[config.mk]
export PLATFORM = sky130hd
export DESIGN_NAME = simd_result_writeback
export DESIGN_NICKNAME = d
export VERILOG_FILES = /design/src/rtl/simd_result_writeback.sv
export SDC_FILE = /design/constraint.sdc
export NUM_CORES = 2
export LEC_CHECK = 0
export ABC_AREA = 1
export ABC_CLOCK_PERIOD_IN_PS = 1950
export BUFFER_PORTS_ARGS = -buffer_cell sky130_fd_sc_hd__buf_2
export CAP_MARGIN = 20
export CORE_UTILIZATION = 50
export DETAILED_ROUTE_END_ITERATION = 10
export MAX_ROUTING_LAYER = met4
export PLACE_DENSITY = 0.73
export RECOVER_POWER = 25
export SYNTH_ARGS = -nofsm -noshare
export SYNTH_HDL_FRONTEND = slang
export SYNTH_SLANG_ARGS = --single-unit
[constraint.sdc]
create_clock -name clk -period 1.95 [get_ports clk]
set_input_delay 0.2925 -clock clk [delete_from_list [all_inputs] [get_ports clk]]
set_output_delay 0.2925 -clock clk [all_outputs]
set_load 0.01 [all_outputs]
[src/rtl/simd_result_writeback.sv]
// Collects per-lane SIMD results into a small FIFO and writes them back to the
// memory controller as tagged 256-bit records over a valid/ready handshake.
//
// state     | meaning
// ----------+--------------------------------------------------------------
// S_IDLE    | waiting for start; job parameters latched on start
// S_COLLECT | accepting lane results until data_size records are counted
// S_DRAIN   | all results accepted; emptying the FIFO toward the MC
// S_DONE    | one-cycle completion, done asserted
module simd_result_writeback #(
   parameter int FIFO_DEPTH = 4,
   parameter int LANE_W     = 32
) (
   input  logic                  clk,
   input  logic                  reset,
   input  logic                  start,
   input  logic [2:0]            instruction,
   input  logic [5:0]            data_size,
   input  logic                  res_valid,
   input  logic [LANE_W-1:0]     out_procc0,
   input  logic [LANE_W-1:0]     out_procc1,
   input  logic [LANE_W-1:0]     out_procc2,
   input  logic [LANE_W-1:0]     out_procc3,
   input  logic [LANE_W-1:0]     out_extra_procc0,
   input  logic [LANE_W-1:0]     out_extra_procc1,
   input  logic [LANE_W-1:0]     out_extra_procc2,
   input  logic [LANE_W-1:0]     out_extra_procc3,
   output logic                  res_ready,
   output logic                  mc_wr_valid,
   input  logic                  mc_wr_ready,
   output logic [4*LANE_W-1:0]   mc_wr_data_lo,
   output logic [4*LANE_W-1:0]   mc_wr_data_hi,
   output logic [2:0]            mc_wr_instr,
   output logic [5:0]            mc_wr_index,
   output logic                  busy,
   output logic                  done,
   output logic                  overrun
);

   localparam int AW = $clog2(FIFO_DEPTH);
   localparam int CW = AW + 1;
   localparam int DW = 4 * LANE_W;

   typedef enum logic [1:0] {S_IDLE, S_COLLECT, S_DRAIN, S_DONE} state_t;

   state_t            state_q, state_d;
   logic [2:0]        instr_q, instr_d;
   logic [5:0]        size_q, size_d;
   logic [5:0]        acc_q, acc_d;
   logic              ovr_q, ovr_d;
   logic [AW-1:0]     wr_ptr_q, wr_ptr_d;
   logic [AW-1:0]     rd_ptr_q, rd_ptr_d;
   logic [CW-1:0]     count_q, count_d;
   logic [DW-1:0]     lo_q  [FIFO_DEPTH];
   logic [DW-1:0]     lo_d  [FIFO_DEPTH];
   logic [DW-1:0]     hi_q  [FIFO_DEPTH];
   logic [DW-1:0]     hi_d  [FIFO_DEPTH];
   logic [5:0]        idx_q [FIFO_DEPTH];
   logic [5:0]        idx_d [FIFO_DEPTH];

   logic fifo_full, fifo_empty, push, pop;

   always_comb begin
      fifo_full  = (count_q == CW'(FIFO_DEPTH));
      fifo_empty = (count_q == '0);
      res_ready  = (state_q == S_COLLECT) && !fifo_full;
      push       = res_valid && res_ready;
      pop        = !fifo_empty && mc_wr_ready;

      state_d  = state_q;
      instr_d  = instr_q;
      size_d   = size_q;
      acc_d    = acc_q;
      ovr_d    = ovr_q;
      wr_ptr_d = wr_ptr_q;
      rd_ptr_d = rd_ptr_q;
      count_d  = count_q;
      lo_d     = lo_q;
      hi_d     = hi_q;
      idx_d    = idx_q;

      case (state_q)
         S_IDLE: begin
            if (start) begin
               instr_d = instruction;
               size_d  = data_size;
               acc_d   = '0;
               ovr_d   = 1'b0;
               state_d = (data_size == '0) ? S_DONE : S_COLLECT;
            end
         end
         S_COLLECT: begin
            if (push) acc_d = acc_q + 6'd1;
            if (res_valid && !res_ready) ovr_d = 1'b1;
            // Leave on the edge that accepts the last result so no extra one slips in.
            if (acc_d == size_q) state_d = S_DRAIN;
         end
         S_DRAIN: begin
            if (fifo_empty) state_d = S_DONE;
         end
         default: state_d = S_IDLE;
      endcase

      if (push) begin
         lo_d[wr_ptr_q]  = {out_procc3, out_procc2, out_procc1, out_procc0};
         hi_d[wr_ptr_q]  = {out_extra_procc3, out_extra_procc2,
                            out_extra_procc1, out_extra_procc0};
         idx_d[wr_ptr_q] = acc_q;
         wr_ptr_d        = wr_ptr_q + AW'(1);
      end
      if (pop) rd_ptr_d = rd_ptr_q + AW'(1);
      case ({push, pop})
         2'b10:   count_d = count_q + CW'(1);
         2'b01:   count_d = count_q - CW'(1);
         default: count_d = count_q;
      endcase
   end

   always_ff @(posedge clk) begin
      if (reset) begin
         state_q  <= S_IDLE;
         instr_q  <= '0;
         size_q   <= '0;
         acc_q    <= '0;
         ovr_q    <= 1'b0;
         wr_ptr_q <= '0;
         rd_ptr_q <= '0;
         count_q  <= '0;
         for (int i = 0; i < FIFO_DEPTH; i++) begin
            lo_q[i]  <= '0;
            hi_q[i]  <= '0;
            idx_q[i] <= '0;
         end
      end else begin
         state_q  <= state_d;
         instr_q  <= instr_d;
         size_q   <= size_d;
         acc_q    <= acc_d;
         ovr_q    <= ovr_d;
         wr_ptr_q <= wr_ptr_d;
         rd_ptr_q <= rd_ptr_d;
         count_q  <= count_d;
         lo_q     <= lo_d;
         hi_q     <= hi_d;
         idx_q    <= idx_d;
      end
   end

   // Record fields read as zero whenever nothing is queued.
   assign mc_wr_valid   = !fifo_empty;
   assign mc_wr_data_lo = fifo_empty ? '0 : lo_q[rd_ptr_q];
   assign mc_wr_data_hi = fifo_empty ? '0 : hi_q[rd_ptr_q];
   assign mc_wr_index   = fifo_empty ? '0 : idx_q[rd_ptr_q];
   assign mc_wr_instr   = instr_q;
   assign busy          = (state_q != S_IDLE);
   assign done          = (state_q == S_DONE);
   assign overrun       = ovr_q;

endmodule
==> After elaboration in Yosys (flattened, before gate mapping) <==
Index checks and enable logic that the tools add are counted.
{ "word_totals": {"word_cells": 91, "inputBits": 270, "regBits": 1073} }
{ "classes": {"n_reduce_logical": 18, "n_eq_ne": 11, "magnitude_cmp": 3, "add_sub_neg": 5, "n_bitwise": 2, "muxes": 32} }
{ "op_table": {"columns": ["op", "n"], "rows": [
  ["bitwise mux 512 bit", 2],
  ["two-way mux 128 bit", 7],
  ["binary-select mux 128 bit (select 2 bit)", 2],
  ["demux 128 bit (select 2 bit)", 1],
  ["two-way mux 6 bit", 7],
  ["bitwise mux 24 bit", 1],
  ["binary-select mux 6 bit (select 2 bit)", 1],
  ["demux 6 bit (select 2 bit)", 1],
  ["one-hot mux 6 bit (2 select lines)", 1],
  ["two-way mux 2 bit", 4],
  ["adder 6 x 1 -> 6 bit (second input constant)", 1],
  ["equality test 2 bit (second input constant)", 3],
  ["equality test 6 bit", 1],
  [">= comparator 3 bit (second input constant)", 2],
  ["zero test 6 bit", 1],
  ["NOT 2 -> 3 bit", 2],
  ["one-hot mux 2 bit (3 select lines)", 1],
  ["one-hot mux 3 bit (2 select lines)", 1],
  ["AND reduction 3 bit", 2],
  ["nonzero test 2 bit", 3],
  ["logical AND 1 bit", 5],
  ["adder 2 x 1 -> 2 bit (second input constant)", 2],
  ["equality test 2 x 1 -> 1 bit (second input constant)", 2],
  ["!= test 2 x 1 -> 1 bit (second input constant)", 2],
  ["other kinds (11)", 16]
]} }

==> Depth between registers and ports, before layout <==
{ "logic_depth": {"ltp_word": 9, "mapped_depth": 16, "ltp_nobuf": 15} }

==> Least setup slack after synthesis <==
No wires, ideal clock.
{ "synth_timing": {"path_type": "reg2reg", "startpoint": "register state_q[1]", "endpoint": "register count_q[2]", "arrival_time_ps": 1924, "path_stages_with_launch": 13, "n_path_buf": 2, "setup_slack_ps": -96, "cell_sequence": "dfxtp_1 -> inv_1 -> ha_1 -> clkbuf_8 -> nand3_4 -> buf_6 -> ha_1 -> inv_1 -> fa_1 -> a21oi_1 -> o21ai_0 -> o21ai_0 -> a21oi_1"} }
{ "synth_between": {"elab_chain_cells": 5} }
{ "synth_lines": {"columns": ["item", "line", "rtl"], "rows": [
  ["start: declaration", "46", "state_t state_q, state_d;"],
  ["start signal: assignment", "135", "state_q <= state_d;"],
  ["equality test 2 x 1 -> 1 bit *", "66", "res_ready = (state_q == S_COLLECT) && !fifo_full;"],
  ["logical AND 1 bit *", "66", null],
  ["logical AND 1 bit *", "67", "push = res_valid && res_ready;"],
  ["equality test 2 x 1 -> 1 bit / equality test 2 bit (equally long branches)", "112", "case ({push, pop})"],
  ["one-hot mux 3 bit (2 select lines) / nonzero test 2 bit (equally long branches)", null, null],
  ["end signal: assignment", "142", "count_q <= count_d;"],
  ["end: declaration", "53", "logic [CW-1:0] count_q, count_d;"]
]} }
Every way passes the cells marked *; elsewhere a longest branch is shown, timed or not.
A chain may end at the register's enable or synchronous reset.

==> Final worst setup path <==
{ "layout_timing": {"startpoint": "register rd_ptr_q[1]", "endpoint": "output mc_wr_data_hi[93]"} }
{ "layout_between": {"elab_chain_cells": 5} }
{ "layout_lines": {"columns": ["item", "line", "rtl"], "rows": [
  ["start: declaration", "52", "logic [AW-1:0] rd_ptr_q, rd_ptr_d;"],
  ["start signal: assignment", "141", "rd_ptr_q <= rd_ptr_d;"],
  ["NOT 2 -> 3 bit (implied by the code)", "152", "assign mc_wr_data_hi = fifo_empty ? '0 : hi_q[rd_ptr_q];"],
  ["binary-select mux 128 bit (select 2 bit)", "152", null],
  ["two-way mux 128 bit (implied by the code) (2 in a row)", "152", null],
  ["two-way mux 128 bit", "152", null],
  ["end: declaration", "32", "output logic [4*LANE_W-1:0] mc_wr_data_hi,"]
]} }
Every way passes these cells. The select of a mux whose other input is x is not followed.

==> run metrics <==
Synth area leaders dfxtp_1, a21oi_1, o21ai_0; failing checks setup timing; NetSw roughly 23 mW; Post-Route WL between 150000 and 200000 µm; maximum clock frequency 379.2 MHz; Setup Slack @ Placement 0.001903 ns; Syn Std Cell Area 46100 µm²; chip height 305.6 µm; CP Max Fanout 14; post-synth cell types 31; Synth Area per Inst 7.274 µm²; sum of negative setup slack -467.83 ns; sequential area share after synthesis 46.60%; Final Cycle Share 135.2%; post-synth top area share between 40 and 50%; CTS sink cnt approximately 1100; DR WL/cell 19.21 µm; number of port buffers 539; global-route wire length before repair about 240000 µm; max-slew violation count 0; initial core utilization just over 50%; P_leak 20.44 nW; Final Worst Setup Slack -0.6873 ns; CP cell instances buf_12 > buf_16 > buf_8 > a21oi_2 > o21ai_0 > a21oi_1 > buf_2; Clock Latency Late Sink 0.71 ns; Die Footprint between 90000 and 100000 µm²; number of synthesized register bits between 1000 and 1500; final setup violation count 1320; status finished, violations left; Post-Syn Instances 6337; Clock Skew ~0.019 ns; Layout area overhead 27.67%; final worst path period need 2.637 ns; Worst path top cell family by delay buffers and inverters; CTS Buffer Depth 3; largest net degree at the start of global routing 134; Hold Path Class in -> reg; Final ANT Viol Nets 0; CP required roughly 1.7 ns; Int Power 44.23 mW; initial antenna violation count 13; max_slew headroom 41.29%; peak supply drop roughly 1100 µV; io pins 540; WP data arrival roughly 2.3 ns; GR Overflow Total 0; Net Sw Frac 34.59%; DR iter-0 viols 5520; r2r setup slk -0.51 ns; GPL Wtd Cong 0.9001; layout cells sized above 1 between 10% and 20%; crit start category flop; Critical path buffers and inverters 4; CTS tree built; Initial DRT Pass Iterations 8; Clock power frac 33.0%; Tightest Pin Transition around 0.88 ns; Layout Utilization 64.89%; synthesis warning total 0; top cell type by total area after synthesis dfxtp_1; Residual DRC 0; overall power 67.63 mW; Rows 110; Worst-path clk slew 0.06 ns; largest stage delay on the critical path 0.40 ns; die width 305.6 µm; via count 47950; unrepaired setup endpoints after global routing true; vias in the first global route between 40000 and 50000; part of the power in registers 35.1%; final hold vios 0; crit path kind reg -> out; CP Capture Type primary output; CP max stage cell dfxtp_4; CORE AREA 90700 µm²; global-route usage over all layers 32.52%; P per Cell Area about 1100 nW/µm²; hpwl dp around 91000 µm; MaxCap Viol Count 0; H-tree depth 3; nets@finish 7202; Comb pwr share between 30% and 40%; Vias/cell 5.845; post-synth net total 6618; clk root buf clkbuf_16; CTS buffer count 112
==> cell type report <==
cell class                 count  area, µm²
sequential                  1073      21490
inverter                     557       2152
multi-input combinational   4093      20260
clock buffer                 163       3314
timing repair buffer        1083       9574
timing repair inverter         1      8.758
antenna                       15      37.54
tap                         1176       1471
clock inverter                43      540.5
fill                        7665      31850
==> power groups by stage <==
stage               Combinational [mW]  Clock (mW)  Sequential [mW]
floorplan                         10.5           0             24.0
global placement                  18.5           0             24.1
detailed placement                18.6           0             24.2
CTS                               20.5        22.4             23.7
global route                      22.9        23.4             23.9
finish                            21.6        22.3             23.7
==> final timing paths <==
check                                  from                 to  depth (start not counted)
worst min register to register    lo_q[285]          lo_q[285]                          2
worst max register to register   count_q[1]          lo_q[465]                          8
worst min-delay path                  reset          hi_q[272]                          4
worst max-delay path            rd_ptr_q[1]  mc_wr_data_hi[93]                          7
==> registers in the layout (all words and copies together) (netlist names) <==
name	count
size_q	6
state_q	2
idx_q	24
hi_q	512
lo_q	512
overrun	1
count_q	3
rd_ptr_q	2
wr_ptr_q	2
mc_wr_instr	3
acc_q	6
==> repair_timing <==
item                                    CTS  global route
setup endpoints to repair               269          1122
endpoints found under the hold margin  1032             0
hold buffers                            264             0
gates cloned                              8            18
resized for setup                       113           108
pin swaps                                29            45
buffers inserted                          5             0
==> tightest hold or removal path: stages <==
cell and delay [ns]:
buf_8 0.14, inv_8 0.11, o21ai_0 0.10, a21oi_1 0.04
==> metrics by stage <==
stage | std cells | area, µm² | hold WS, ns
global placement | 7688 | 51080 | 0.4360
floorplan | 6337 | 46100 | 0.4293
CTS | 8171 | 58180 | 0.001745
global route | 8203 | 58850 | 0.02662
detailed placement | 7688 | 51080 | 0.4405
finish | 8204 | 58850 | 0.04102
==> routing by layer <==
layer / global-route usage [%] / up-vias / routed length (µm)
met5: - / - / 0
met4: 15.65 / 0 / 7287
met3: 4.049 / 465 / 11800
met2: 51.23 / 2338 / 74100
met1: 41.35 / 22390 / 64450
li1: - / 22760 / -
==> synth_stat cells (all sizes together) <==
library cell and count:
ha 10, a21oi 1855, inv 557, a31oi 1, nand3 534, nand4 5, nor3 1, nand2 568
dfxtp 1073, nor2 47, nand3b 1, xor2 1, clkbuf 319, o21ai 1066, a211oi 1, fa 1
xnor2 1, buf 295, nor4 1
==> layout by cell type, fill, tap and decap left out, types with 32 or more instances in the layout <==
master,count
a21oi_1,1774
a21oi_2,80
buf_12,110
buf_2,531
buf_4,123
clkbuf_16,129
clkbuf_8,32
dfxtp_1,1068
dlygate4sd3_1,264
inv_1,551
nand2_1,562
nand3_1,533
nor2_1,45
o21ai_0,938
o21ai_1,125
==> cells by family after synthesis <==
logic type / after synthesis / share of synthesized area (%)
AOI/OAI and AO/OA: 2923 / 31.74
buffers and inverters: 1171 / 10.31
and+or+nand+nor: 1157 / 11.00
DFF: 1073 / 46.60
adders and majority gates: 11 / 0.3149
xor gates and xnor gates: 2 / 0.03801
(Power assumes the default switching activity.)
